**src/rtl/fifo_drain.sv**
```systemverilog
// fifo_drain: drains a 1-cycle-read-latency fifo into a registered valid/ready port; FIFO_DRAIN_STATS_EN adds o_xfer_cnt.
// Latency 2 cycles read-to-present; i_ready low holds o_data and reads stop once 2 words are owned.
module fifo_drain #(
  parameter int DATAW = 8
) (
  input  logic             clk,
  input  logic             rst_n,
  input  logic             i_fifo_empty,
  output logic             o_fifo_rd_en,
  input  logic [DATAW-1:0] i_fifo_rd_data,
  output logic             o_valid,
  output logic [DATAW-1:0] o_data,
  input  logic             i_ready
`ifdef FIFO_DRAIN_STATS_EN
  ,
  output logic [15:0]      o_xfer_cnt
`endif
);

  typedef enum logic [1:0] {
    EMPTY = 2'd0,
    ONE   = 2'd1,
    TWO   = 2'd2
  } state_t;

  state_t           state;
  state_t           state_nxt;
  logic             inflight;
  logic [DATAW-1:0] entry0;
  logic [DATAW-1:0] entry1;
  logic [DATAW-1:0] entry0_nxt;
  logic [DATAW-1:0] entry1_nxt;
  logic             pop;
  logic             capture;
  logic [1:0]       count;
  logic [2:0]       owned;

  assign pop     = o_valid & i_ready;
  assign capture = inflight;

  always_comb begin
    count = 2'd0;
    case (state)
      ONE:     count = 2'd1;
      TWO:     count = 2'd2;
      default: count = 2'd0;
    endcase
  end

  // Words already committed to the buffer, including the one still in flight.
  assign owned        = {1'b0, count} + {2'b00, inflight};
  assign o_fifo_rd_en = rst_n & ~i_fifo_empty & (owned < (3'd2 + {2'b00, pop}));

  always_comb begin
    state_nxt  = state;
    entry0_nxt = entry0;
    entry1_nxt = entry1;
    case (state)
      EMPTY: begin
        if (capture) begin
          state_nxt  = ONE;
          entry0_nxt = i_fifo_rd_data;
        end
      end
      ONE: begin
        if (capture && pop) begin
          entry0_nxt = i_fifo_rd_data;
        end else if (capture) begin
          state_nxt  = TWO;
          entry1_nxt = i_fifo_rd_data;
        end else if (pop) begin
          state_nxt = EMPTY;
        end
      end
      TWO: begin
        if (pop) begin
          entry0_nxt = entry1;
          if (capture) begin
            entry1_nxt = i_fifo_rd_data;
          end else begin
            state_nxt = ONE;
          end
        end
      end
      default: state_nxt = EMPTY;
    endcase
  end

  always_ff @(posedge clk or negedge rst_n) begin
    if (!rst_n) begin
      state    <= EMPTY;
      inflight <= 1'b0;
      entry0   <= '0;
      entry1   <= '0;
    end else begin
      state    <= state_nxt;
      inflight <= o_fifo_rd_en;
      entry0   <= entry0_nxt;
      entry1   <= entry1_nxt;
    end
  end

  assign o_valid = (state != EMPTY);
  assign o_data  = entry0;

`ifdef FIFO_DRAIN_STATS_EN
  always_ff @(posedge clk or negedge rst_n) begin
    if (!rst_n) begin
      o_xfer_cnt <= 16'd0;
    end else if (pop) begin
      o_xfer_cnt <= o_xfer_cnt + 16'd1;
    end
  end
`endif

endmodule

```
**config.mk**
```make
export PLATFORM = sky130hd
export DESIGN_NAME = fifo_drain
export DESIGN_NICKNAME = d
export VERILOG_FILES = /design/src/rtl/fifo_drain.sv
export SDC_FILE = /design/constraint.sdc
export NUM_CORES = 1
export LEC_CHECK = 0
export ABC_AREA = 1
export BUFFER_PORTS_ARGS = -buffer_cell sky130_fd_sc_hd__buf_2
export CAP_MARGIN = 15
export CORE_ASPECT_RATIO = 2
export CORE_MARGIN = 2
export CORE_UTILIZATION = 35
export CTS_CLUSTER_DIAMETER = 120
export DETAILED_ROUTE_END_ITERATION = 10
export GPL_ROUTABILITY_DRIVEN = 0
export PLACE_DENSITY = 0.68
export SYNTH_ARGS = -nofsm -noshare
export SYNTH_HDL_FRONTEND = slang
export SYNTH_SLANG_ARGS = --single-unit
```
**constraint.sdc**
```tcl
create_clock -name clk -period 1.5 [get_ports clk]
set_input_delay 0.3 -clock clk [delete_from_list [all_inputs] [get_ports clk]]
set_output_delay 0.3 -clock clk [all_outputs]
set_load 0.005 [all_outputs]
```
Word level (Yosys, flattened, before mapping) --
Cells that the tools add are included.
Word-level totals: output and inout port bits 10, input bits 12, word-level logic and storage cells 43, bits in registers 19
Operators by class: bitwise operators 4, $lt $le $gt $ge 1, reduce and logical (&&, ||, !) cells 8, multiplexer cells 16, equal/unequal tests 8, add/subtract/negate cells 2
Operators by type and width (count):
- 8-bit 2-to-1 mux | 6
- 8-bit case mux with 3 select lines | 1
- 8-bit case mux with 2 select lines | 1
- 2-bit 2-to-1 mux | 6
- 2-bit inequality test, second input constant | 5
- 2-bit case mux with 3 select lines | 1
- 5-bit AND reduction | 1
- 2-bit case mux with 2 select lines | 1
- 4-bit AND reduction | 1
- 2-bit nonzero test | 2
- 2-bit by 1-bit adder with 3-bit output | 1
- 2-bit by 1-bit adder with 3-bit output, first input constant | 1
- 1-bit bitwise AND | 3
- 3-bit less-than comparator | 1
- 3-bit inequality test, second input constant | 1
- 3-bit AND reduction | 1
- 3-bit nonzero test | 1
- 2-bit by 1-bit equality test with 1-bit output, second input constant | 1
- 2-bit equality test, second input constant | 1
- 2-bit logical NOT | 1
- 1-bit logical AND | 1
- 1-bit NOT | 1

Longest topological paths before layout --
word-level depth 6, depth in mapped cells 8, depth with buffers taken out 8

Worst setup path before layout --
OpenSTA, ideal clock, no wires.
kind register to output, from register state[1], to output o_fifo_rd_en, cell stages (with the launch flop) 7, buffers on the path 0, setup slack 0.019 ns, required time 1.200 ns, arrival time 1.181 ns, path through dfrtp_1 -> inv_2 -> nand2_1 -> inv_1 -> ha_1 -> ha_1 -> a21oi_1
Between the ends: cells in the longest elaborated chain, start to end 5, elaborated cells between the ends (all ways) 9, classes of those cells add/sub: 2; order compare: 1; eq/ne: 2; mux: 1; bitwise: 2; reduce/logical: 1
RTL lines:
- start, declared | RTL line 26 | state_t state;
- start signal, assigned | RTL line 96 | state <= state_nxt;
- 2-bit equality test, or another cell as far along | RTL line 43 | case (state)
- 2-bit case mux with 2 select lines / 1-bit bitwise AND (equally long branches) | RTL line 43, 38
- 2-bit by 1-bit adder with 3-bit output, on equally long branches | RTL line 51, 52
- 3-bit less-than comparator (*) | RTL line 52 | assign o_fifo_rd_en = rst_n & ~i_fifo_empty & (owned < (3'd2 + {2'b00, pop}));
- 1-bit bitwise AND (*) | RTL line 52
- end, declared | RTL line 9 | output logic o_fifo_rd_en,
Every way passes the cells marked *; elsewhere a longest branch is shown, timed or not.

Worst setup path after layout --
from register state[0], to output o_fifo_rd_en
The elaborated chain is that of the path after synthesis.

==> impl_metrics.csv <==
group,metric,value,unit
run_status,status,"complete, but fails checks",
run_status,violations,"negative setup slack",
sta,slew_headroom,83.42,%
routing,post_drt_wl_per_cell,12.14,um
cts,clk_latency,250,ps
sta,hold_violations,0,
global_route,grt_max_degree,20,
cts,cts_sinks,19,
sta,period_needed,1770,ps
global_route,first_global_vias,905,
global_route,grt_pass1_wl,3884,um
critical_path,end_kind,"output pin",
placement,dpl.hpwl,1686,um
logic_synthesis,ys_ff_latch,19,
routing,num_vias,906,
critical_path,cp_slowest_cell,"dfrtp_1",
placement,dpl-instance-area,1140,um2
floorplan,initial_core_util,35.65,%
sta,fin_crit_sh,118.0,%
sta,worst_pin_slew,248.7,ps
placement,port-buffer-count,21,
cts,cts_htree_levels,1,
floorplan,die_x,41.10,um
sta,timing.hold.ws,7.033,ps
cts,cts_root_buf,"clkbuf_8",
routing,remaining_drc_errors,0,
sta,finClkSkew,0.6796,ps
critical_path,cp.buffers_inverters,2,
global_route,grt_overflow,0,
routing,drt-total-wl,2295,um
final_layout,layout_commonest_cell,"nand2_1",
critical_path,path_delay_family,"flip-flops",
global_route,gr-usage-all-layers,17.45,%
final_layout,layout_common_cells,"nand2_1, buf_2, dfrtp_1",
floorplan,core-area,2703,um2
routing,viasPerCell,4.794,
hold_path,hp-class,"in -> async",
job,drv_cap,0,
critical_path,start_kind,"flop",
routing,antenna_left,0,
power_and_ir_drop,ir_drop,0.8588,mV
final_layout,ff_latch_area,475.5,um2
critical_path,cp_max_fo,2,
cts,clk_path_buf_depth,2,
final_layout,post_route_cells_drive_above_1_share,33.13,%
cts,path_clk_slew,70,ps
logic_synthesis,yosysWarnings,0,
sta,timing.final.ws_setup,-269.7,ps
final_layout,fillCellCount,285,
floorplan,dieArea,3214,um2
cts,hold_buffers,0,
critical_path,arrival,1470,ps
logic_synthesis,async_flop_share,100.0,%
final_layout,final_cell_area,1259,um2
floorplan,rows,27,
routing,drtIter0Drc,8,
final_layout,fin_nets,175,
logic_synthesis,ys_types,16,
logic_synthesis,syn-instance-count,126,
critical_path,critPathKind,"reg -> out",
logic_synthesis,syn-num-nets,140,
sta,fin_setup_tns,-343.8,ps
final_layout,multi_input_area,485.5,um2
critical_path,worstPathRequired,1200,ps
sta,fmax,565.1,MHz
routing,firstDrtPassIters,4,
cts,cts_tree,"yes",
critical_path,cp_cell_sequence,"nand2_2 -> inv_2 -> ha_4 -> ha_4 -> nor2_2 -> nand2_1 -> a21oi_2 -> buf_2",
logic_synthesis,netlist_area,963.4,um2
floorplan,ios,22,
global_route,antenna_found_initial,0,
cts,cts_buffers,3,
logic_synthesis,seq_area_frac_synth,49.35,%
sta,rsz0062_at_grt,"yes",
logic_synthesis,synth_edf_count,0,
final_layout,antenna_cells,0,
critical_path,crit_path_max_incr_delay,400,ps
critical_path,path_common_cell,"ha_4",
sta,drv_slew,0,
floorplan,die_h,78.20,um
logic_synthesis,syn_avg_cell_area,7.646,um2
power_and_ir_drop,power_density,1244,nW/um2
logic_synthesis,synth_flop_cell,"dfrtp_1",
power_and_ir_drop,p_leak,0.7125,nW
sta,setup_violations,2,
final_layout,syn_to_final_growth,30.65,%
==> synth_stat cells (2+ instances only) <==
library cell / number / area share [%]
nand4_1: 8 / 5.2
dfrtp_1: 19 / 49
inv_2: 4 / 1.6
nand2_1: 72 / 28
ha_1: 2 / 2.6
o21ai_0: 2 / 1.0
buf_2: 2 / 1.0
inv_1: 3 / 1.2
nand2_2: 6 / 3.9
nor2_1: 2 / 0.78
==> kinds of logic (layout without fill, tap and decap cells) <==
family	Yosys count	after routing	share of synthesized area, %
buffers and inverters	9	43	3.766
AOI/OAI and AO/OA	5	5	2.856
adders and majority gates	2	2	2.597
and+or+nand+nor	91	91	41.43
DFF	19	19	49.35
==> power by group <==
group	internal [mW]	total, mW	switching [mW]
Sequential	0.686	0.776	0.0901
Clock	0.189	0.351	0.162
Combinational	0.194	0.439	0.245
==> per-layer routing <==
metal	vias to the layer above	GRT usage, %	wire length (um)
met5	-	0	0
met4	0	10.32	87
met3	9	2.542	65
met2	21	29.84	1332
met1	406	18.06	810
li1	470	-	-
==> through the flow <==
step,util (%),total power [mW],instances,setup slack (ps)
detailed placement,42.18,1.189,180,-102.6
finish,46.57,1.566,189,-269.7
global route,46.57,1.689,189,-330.0
CTS,46.57,1.580,189,-275.1
floorplan,-,1.015,126,19.34
global placement,42.18,1.170,180,-40.76
==> path summary, 6_finish.rpt <==
check,start,to,slack (ps),cells after the start
setup / recovery,state[0]$_DFFE_PN0P_,o_fifo_rd_en,-270,8
hold / removal,rst_n,capture$_DFF_PN0_,7,2
setup reg to reg,state[0]$_DFFE_PN0P_,capture$_DFF_PN0_,-70,12
hold reg to reg,o_data[5]$_DFFE_PN0P_,o_data[5]$_DFFE_PN0P_,470,2
max in group asynchronous,rst_n,state[1]$_DFFE_PN0P_,1290,2
min in group clk,i_fifo_rd_data[6],entry1[6]$_DFFE_PN0P_,320,3
==> cell type report <==
type                    instances  area share (%)
well taps                      29           2.883
multi-input cells              98           38.57
repair buffers                 32           14.91
inverters                       7           2.286
flip-flops and latches         19           37.77
clock buffers                   4           3.579
==> sequential cells by signal, indices dropped and copies added (netlist names) <==
register and cells:
entry1 8, o_data 8, capture 1, state 2
==> worst reg2reg max path, delay by kind of cell, from the launching register on <==
family                     cells  cell delay (ps)
adders and majority gates      1              130
AOI/OAI and AO/OA              1               40
DFF                            1              400
and+or+nand+nor                3              140
buffers and inverters          7              770
==> timing repair <==
item,4_1_cts,5_1_grt
setup endpoints to repair,1,2
resized for setup,9,0
pin swaps,6,4
buffers inserted,5,0
Note: power is estimated with default switching activity, not from simulation.
